--- src/rtl/core_pkg.sv ---
// Shared core definitions: datapath widths, load funct3 encodings and the
// write-back round-robin pointer encoding.
package core_pkg;

  localparam int XLEN   = 32;
  localparam int REG_AW = 5;

  localparam logic [2:0] F3_LB  = 3'b000;
  localparam logic [2:0] F3_LH  = 3'b001;
  localparam logic [2:0] F3_LW  = 3'b010;
  localparam logic [2:0] F3_LBU = 3'b100;
  localparam logic [2:0] F3_LHU = 3'b101;

  typedef enum logic {
    PREF_LSU = 1'b0,
    PREF_ALU = 1'b1
  } rr_pref_e;

endpackage

--- src/rtl/load_extend.sv ---
// Load data extraction: picks the addressed byte/halfword out of the aligned
// memory word, sign/zero-extends it and flags misaligned accesses.
module load_extend
  import core_pkg::*;
#(
  parameter int XLEN = core_pkg::XLEN
) (
  input  logic [2:0]      funct3,
  input  logic [1:0]      offset,
  input  logic [XLEN-1:0] rdata,
  output logic [XLEN-1:0] data,
  output logic            misalign
);

  logic [7:0]  byte_sel;
  logic [15:0] half_sel;

  // NOTE: every always_comb output gets a default first so no path can infer a latch.
  always_comb begin
    byte_sel = rdata[7:0];
    case (offset)
      2'd1:    byte_sel = rdata[15:8];
      2'd2:    byte_sel = rdata[23:16];
      2'd3:    byte_sel = rdata[31:24];
      default: byte_sel = rdata[7:0];
    endcase
    half_sel = offset[1] ? rdata[31:16] : rdata[15:0];
  end

  always_comb begin
    data     = rdata;
    misalign = 1'b0;
    case (funct3)
      F3_LB:  data = {{(XLEN-8){byte_sel[7]}}, byte_sel};
      F3_LBU: data = {{(XLEN-8){1'b0}}, byte_sel};
      F3_LH: begin
        data     = {{(XLEN-16){half_sel[15]}}, half_sel};
        misalign = offset[0];
      end
      F3_LHU: begin
        data     = {{(XLEN-16){1'b0}}, half_sel};
        misalign = offset[0];
      end
      // Unknown encodings are treated exactly like LW.
      default: misalign = (offset != 2'd0);
    endcase
  end

endmodule

--- src/rtl/wb_arbiter.sv ---
// Write-back stage: round-robin arbitration between the ALU/CSR and load
// result channels, feeding one registered register-file write per cycle.
module wb_arbiter
  import core_pkg::*;
#(
  parameter int XLEN  = core_pkg::XLEN,
  parameter int CNT_W = 64
) (
  input  logic              clk,
  input  logic              rst,
  input  logic              alu_valid,
  output logic              alu_ready,
  input  logic [REG_AW-1:0] alu_rd,
  input  logic [XLEN-1:0]   alu_data,
  input  logic              lsu_valid,
  output logic              lsu_ready,
  input  logic [REG_AW-1:0] lsu_rd,
  input  logic [2:0]        lsu_funct3,
  input  logic [1:0]        lsu_addr_lo,
  input  logic [XLEN-1:0]   lsu_rdata,
  input  logic              stall,
  output logic              rf_wen,
  output logic [REG_AW-1:0] rf_waddr,
  output logic [XLEN-1:0]   rf_wdata,
  output logic              misalign_err,
  output logic [CNT_W-1:0]  retire_cnt
);

  rr_pref_e          pref_q, pref_d;
  logic              wen_q, wen_d;
  logic [REG_AW-1:0] waddr_q, waddr_d;
  logic [XLEN-1:0]   wdata_q, wdata_d;
  logic              mis_q, mis_d;
  logic [CNT_W-1:0]  cnt_q, cnt_d;

  logic [XLEN-1:0]   ld_data;
  logic              ld_misalign;
  logic              grant_alu, grant_lsu;

  load_extend #(.XLEN(XLEN)) u_load_extend (
    .funct3   (lsu_funct3),
    .offset   (lsu_addr_lo),
    .rdata    (lsu_rdata),
    .data     (ld_data),
    .misalign (ld_misalign)
  );

  // A lone valid always wins; on contention the pointer decides.
  assign grant_lsu = !stall && lsu_valid && (!alu_valid || pref_q == PREF_LSU);
  assign grant_alu = !stall && alu_valid && (!lsu_valid || pref_q == PREF_ALU);
  assign lsu_ready = grant_lsu;
  assign alu_ready = grant_alu;

  always_comb begin
    pref_d  = pref_q;
    wen_d   = 1'b0;
    waddr_d = waddr_q;
    wdata_d = wdata_q;
    mis_d   = 1'b0;
    cnt_d   = cnt_q;
    if (grant_lsu) begin
      pref_d = PREF_ALU;
      cnt_d  = cnt_q + CNT_W'(1);
      if (ld_misalign) begin
        mis_d = 1'b1;
      end else if (lsu_rd != '0) begin
        wen_d   = 1'b1;
        waddr_d = lsu_rd;
        wdata_d = ld_data;
      end
    end else if (grant_alu) begin
      pref_d = PREF_LSU;
      cnt_d  = cnt_q + CNT_W'(1);
      if (alu_rd != '0) begin
        wen_d   = 1'b1;
        waddr_d = alu_rd;
        wdata_d = alu_data;
      end
    end
  end

  // NOTE: state registers use non-blocking assignments so all flops update together.
  always_ff @(posedge clk) begin
    if (rst) begin
      pref_q  <= PREF_LSU;
      wen_q   <= 1'b0;
      waddr_q <= '0;
      wdata_q <= '0;
      mis_q   <= 1'b0;
      cnt_q   <= '0;
    end else begin
      pref_q  <= pref_d;
      wen_q   <= wen_d;
      waddr_q <= waddr_d;
      wdata_q <= wdata_d;
      mis_q   <= mis_d;
      cnt_q   <= cnt_d;
    end
  end

  assign rf_wen       = wen_q;
  assign rf_waddr     = waddr_q;
  assign rf_wdata     = wdata_q;
  assign misalign_err = mis_q;
  assign retire_cnt   = cnt_q;

endmodule

--- config.mk ---
export PLATFORM = sky130hd
export DESIGN_NAME = wb_arbiter
export DESIGN_NICKNAME = d
export VERILOG_FILES = /design/src/rtl/core_pkg.sv /design/src/rtl/load_extend.sv /design/src/rtl/wb_arbiter.sv
export SDC_FILE = /design/constraint.sdc
export NUM_CORES = 1
export LEC_CHECK = 0
export ABC_AREA = 1
export ABC_CLOCK_PERIOD_IN_PS = 3150
export CORE_UTILIZATION = 66
export DETAILED_ROUTE_END_ITERATION = 10
export DONT_BUFFER_PORTS = 1
export HOLD_SLACK_MARGIN = 0.15
export PLACE_DENSITY = 0.86
export SETUP_SLACK_MARGIN = 0.4
export SYNTH_ARGS = -nofsm -noshare
export SYNTH_HDL_FRONTEND = slang
export SYNTH_SLANG_ARGS = --single-unit
--- constraint.sdc ---
create_clock -name clk -period 3.15 [get_ports clk]
set_input_delay 0.315 -clock clk [delete_from_list [all_inputs] [get_ports clk]]
set_output_delay 0.315 -clock clk [all_outputs]
set_load 0.05 [all_outputs]
==> flow_metrics.tcl <==
set metrics [dict create \
    max-vdd-ir-drop_uv 280.8 \
    worst_path_max_delay_cell "sky130_fd_sc_hd__dfxtp_1" \
    synth_nets 1083 \
    min_path_type "primary input to register" \
    cp.buffers_inverters 1 \
    total_cts_buffers 9 \
    grt_first_pass_wirelength_um 28760 \
    synth.lib_cells_used.distinct 45 \
    first_global_vias 6048 \
    clk_transition_reported_paths_ps 110 \
    slew_headroom_pct 49.18 \
    route.final.wire_length_um 17680 \
    synthTopCellsByCount "sky130_fd_sc_hd__nand2_1, sky130_fd_sc_hd__nor2_1, sky130_fd_sc_hd__dfxtp_1" \
    yosysMostFrequentCell "sky130_fd_sc_hd__nand2_1" \
    viasPerCell 5.782 \
    synth_edf_count 0 \
    ctsResizeCount 0 \
    insertion_delay_ps 370 \
    start_util_pct 67.76 \
    gp_congestion 0.9588 \
    tns_ps 0 \
    cts_num_sinks 104 \
    leakagePower_nw 2.586 \
    drt_first_iter_violations 458 \
    register_bit_count_reported_by_yosys 104 \
    maxClockFrequency_ghz 0.4664 \
    global_route.usage.total_pct 36.47 \
    worstSetupEndpointType "register" \
    post-synth-top-area-cell "sky130_fd_sc_hd__dfxtp_1" \
    die_h_um 99.17 \
    synth-seq-area-share_pct 33.41 \
    final_worst_clock_skew_ps 15.70 \
    criticalPathCategory "register to register" \
    timing.critical_path.arrival_ps 2410 \
    num_io_pins 189 \
    reg2reg_depth 9 \
    die_w_um 99.17 \
    ant_cells 0 \
    timing_worst_slew_pin_value_ps 760.4 \
    detail-route-antenna-nets 0 \
    ctsLongestPathBuffers 2 \
    rsz_0062_raised_after_global_routing "no" \
    drt-pass1-iter-count 6 \
    post_route_cells_drive_above_1_share_pct 9.261 \
    detailedPlacementHpwl_um 13110 \
    cts_root_buffer "sky130_fd_sc_hd__clkbuf_8" \
    drt_drc_violations_left 0 \
    setup_viol_count_final 0 \
    final_nets 1095 \
    crit_required_ps 3420 \
    maximum_number_of_pins_on_one_net_before_global_route_repair 46 \
    cp-start-kind "register" \
    critical_path_peak_fanout 6 \
    report.final.slew_viol_count 0 \
    critical-path-max-stage-delay_ps 720 \
    power_density_over_the_cells_nw_per_um2 393.7 \
    reg2reg_slack_ps 1010 \
    cp_cell_sequence "nand2_2, nor2_4, nand4_1, nor2_1, nand4_1, inv_1, nand2_1, nand2_1, nor2_1" \
    tritoncts_clock_tree "yes" \
    period_needed_ps 2144 \
    routedWlPerCell_um 15.70 \
    postSynth.topFlopCell "sky130_fd_sc_hd__dfxtp_1" \
    final_min_period_over_clock_period_pct 68.07 \
    yosysWarningCount 0 \
    worst_hold_startpoint "alu_data[0]" \
    portBuffers 0 \
    total_power_w 0.002639 \
    num_rows 35 \
    cells_on_worst_hold_path 4 \
    timing.max_cap.violations 0 \
    grt_overflow 0 \
    r2r_start "retire_cnt[18]$_SDFFE_PP0N_" \
    post_synth_instance_area_um2 6231 \
    share_of_the_synthesized_area_in_the_top_cell_type_pct 33.41 \
    synth_async_sr_flop_share_pct 0 \
    synthCells 998 \
    outcome "finished clean" \
    timing.rr.end "retire_cnt[49]$_SDFFE_PP0N_" \
    vias 6511 \
    hold_end "rf_wdata[0]$_SDFFE_PP0P_" \
    hold_viol_final 0 \
    synth_top_cells_by_area "sky130_fd_sc_hd__dfxtp_1, sky130_fd_sc_hd__nand2_1, sky130_fd_sc_hd__nor2_1" \
    coreArea_um2 9196 \
    die-area_um2 9834 \
    syn_area_per_cell_um2 6.243 \
    cts_htree_levels 3 \
    post-cts-setup-buffers 0 \
    grt_antenna_before_repair 0 \
    largest_delay_contributor_family_on_the_critical_path "simple AND/OR/NAND/NOR gates" \
    area_delta_synth_final_pct 7.590 \
]
where the power goes:
part	total [W]	internal [W]	switching (W)
registers	0.00151	0.00135	0.000161
logic	0.000262	0.0000910	0.000171
clock network	0.000862	0.000375	0.000487
total	0.00264	0.00182	0.000819
worst max path at each step:
stage	startpoint	to	slack, ps	cells past startpoint
final	retire_cnt[18]$_SDFFE_PP0N_	retire_cnt[49]$_SDFFE_PP0N_	1010	9
after global placement	retire_cnt[18]$_SDFFE_PP0N_	retire_cnt[57]$_SDFFE_PP0N_	1060	8
after CTS	retire_cnt[18]$_SDFFE_PP0N_	retire_cnt[49]$_SDFFE_PP0N_	1000	9
after global routing	pref_q$_SDFFE_PP0N_	rf_waddr[2]$_SDFFE_PP0P_	800	8
after detailed placement	retire_cnt[18]$_SDFFE_PP0N_	retire_cnt[49]$_SDFFE_PP0N_	1020	9
after floorplan	stall	rf_wdata[22]$_SDFFE_PP0P_	1070	10
logic make-up after synthesis:
| kind of cell | share of synthesized area [%] |
|---|---|
| flops | 33.41 |
| compound gates | 12.53 |
| fa+ha+maj | 0.2008 |
| simple gates | 43.96 |
| mux | 0.6426 |
| buf+inv | 8.273 |
| xor+xnor | 0.9840 |
cells in the final DEF, fill, tap and decap left out, drive strengths merged, types with 2 or more instances in the layout:
cell,n
nor4,2
nand4,16
nor3b,2
o21ai,53
clkinv,2
nor2,208
xnor2,5
xor2,2
dfxtp,104
nor3,20
o21bai,2
clkinvlp,2
o211ai,2
and3,2
mux2i,4
a31oi,10
buf,16
nand2,307
inv,97
clkbuf,9
a22oi,3
o21a,3
a21oi,58
or2,2
dlygate4sd3,15
a221oi,6
a211oi,3
nand3,55
stage by stage:
step / worst slack (ps) / hold WS (ps) / std cells / utilization [%] / cell area [um2]
5_1_grt: 804.1 / 168.4 / 1126 / 72.90 / 6704
3_5_place_dp: 1018 / 387.6 / 1094 / 68.87 / 6334
3_3_place_gp: 1058 / 387.7 / 1094 / 68.87 / 6334
6_report: 1006 / 170.0 / 1126 / 72.90 / 6704
4_1_cts: 1002 / 155.0 / 1126 / 72.90 / 6704
2_1_floorplan: 1067 / 466.3 / 998 / - / 6231
worst reg2reg max path, stage by stage, from the launching register on:
cell and delay (ps):
sky130_fd_sc_hd__dfxtp_1 720, sky130_fd_sc_hd__nand2_2 230, sky130_fd_sc_hd__nor2_4 210, sky130_fd_sc_hd__nand4_1 140
sky130_fd_sc_hd__nor2_1 310, sky130_fd_sc_hd__nand4_1 190, sky130_fd_sc_hd__inv_1 100, sky130_fd_sc_hd__nand2_1 50
sky130_fd_sc_hd__nand2_1 80, sky130_fd_sc_hd__nor2_1 30
sequential cells by signal, indices dropped and copies added (netlist names):
| signal | count |
|---|---|
| rf_wdata | 32 |
| rf_wen | 1 |
| retire_cnt | 64 |
| rf_waddr | 5 |
| misalign_err | 1 |
| pref_q | 1 |
routing by layer:
layer | GRT usage, % | share of wire (%) | up-vias
met3 | 8.292 | 9.2 | 49
li1 | - | - | 3234
met1 | 43.07 | 39 | 2895
met2 | 64.82 | 49 | 333
met4 | 13.35 | 3.0 | 0
met5 | 0 | 0 | -
repair_timing:
action                                 CTS  global route
endpoints found under the hold margin   39             0
hold buffers                            16             0
setup endpoints to repair                0             0
final cells by class:
class	count	area (um2)
flip-flops and latches	104	2082
clock inverters	7	76.32
inverters	95	356.6
clock buffers	9	123.9
well taps	111	138.9
fillers	854	2492
multi-input cells	769	3643
repair buffers	31	282.8
Note: power is estimated with default switching activity, not from simulation.
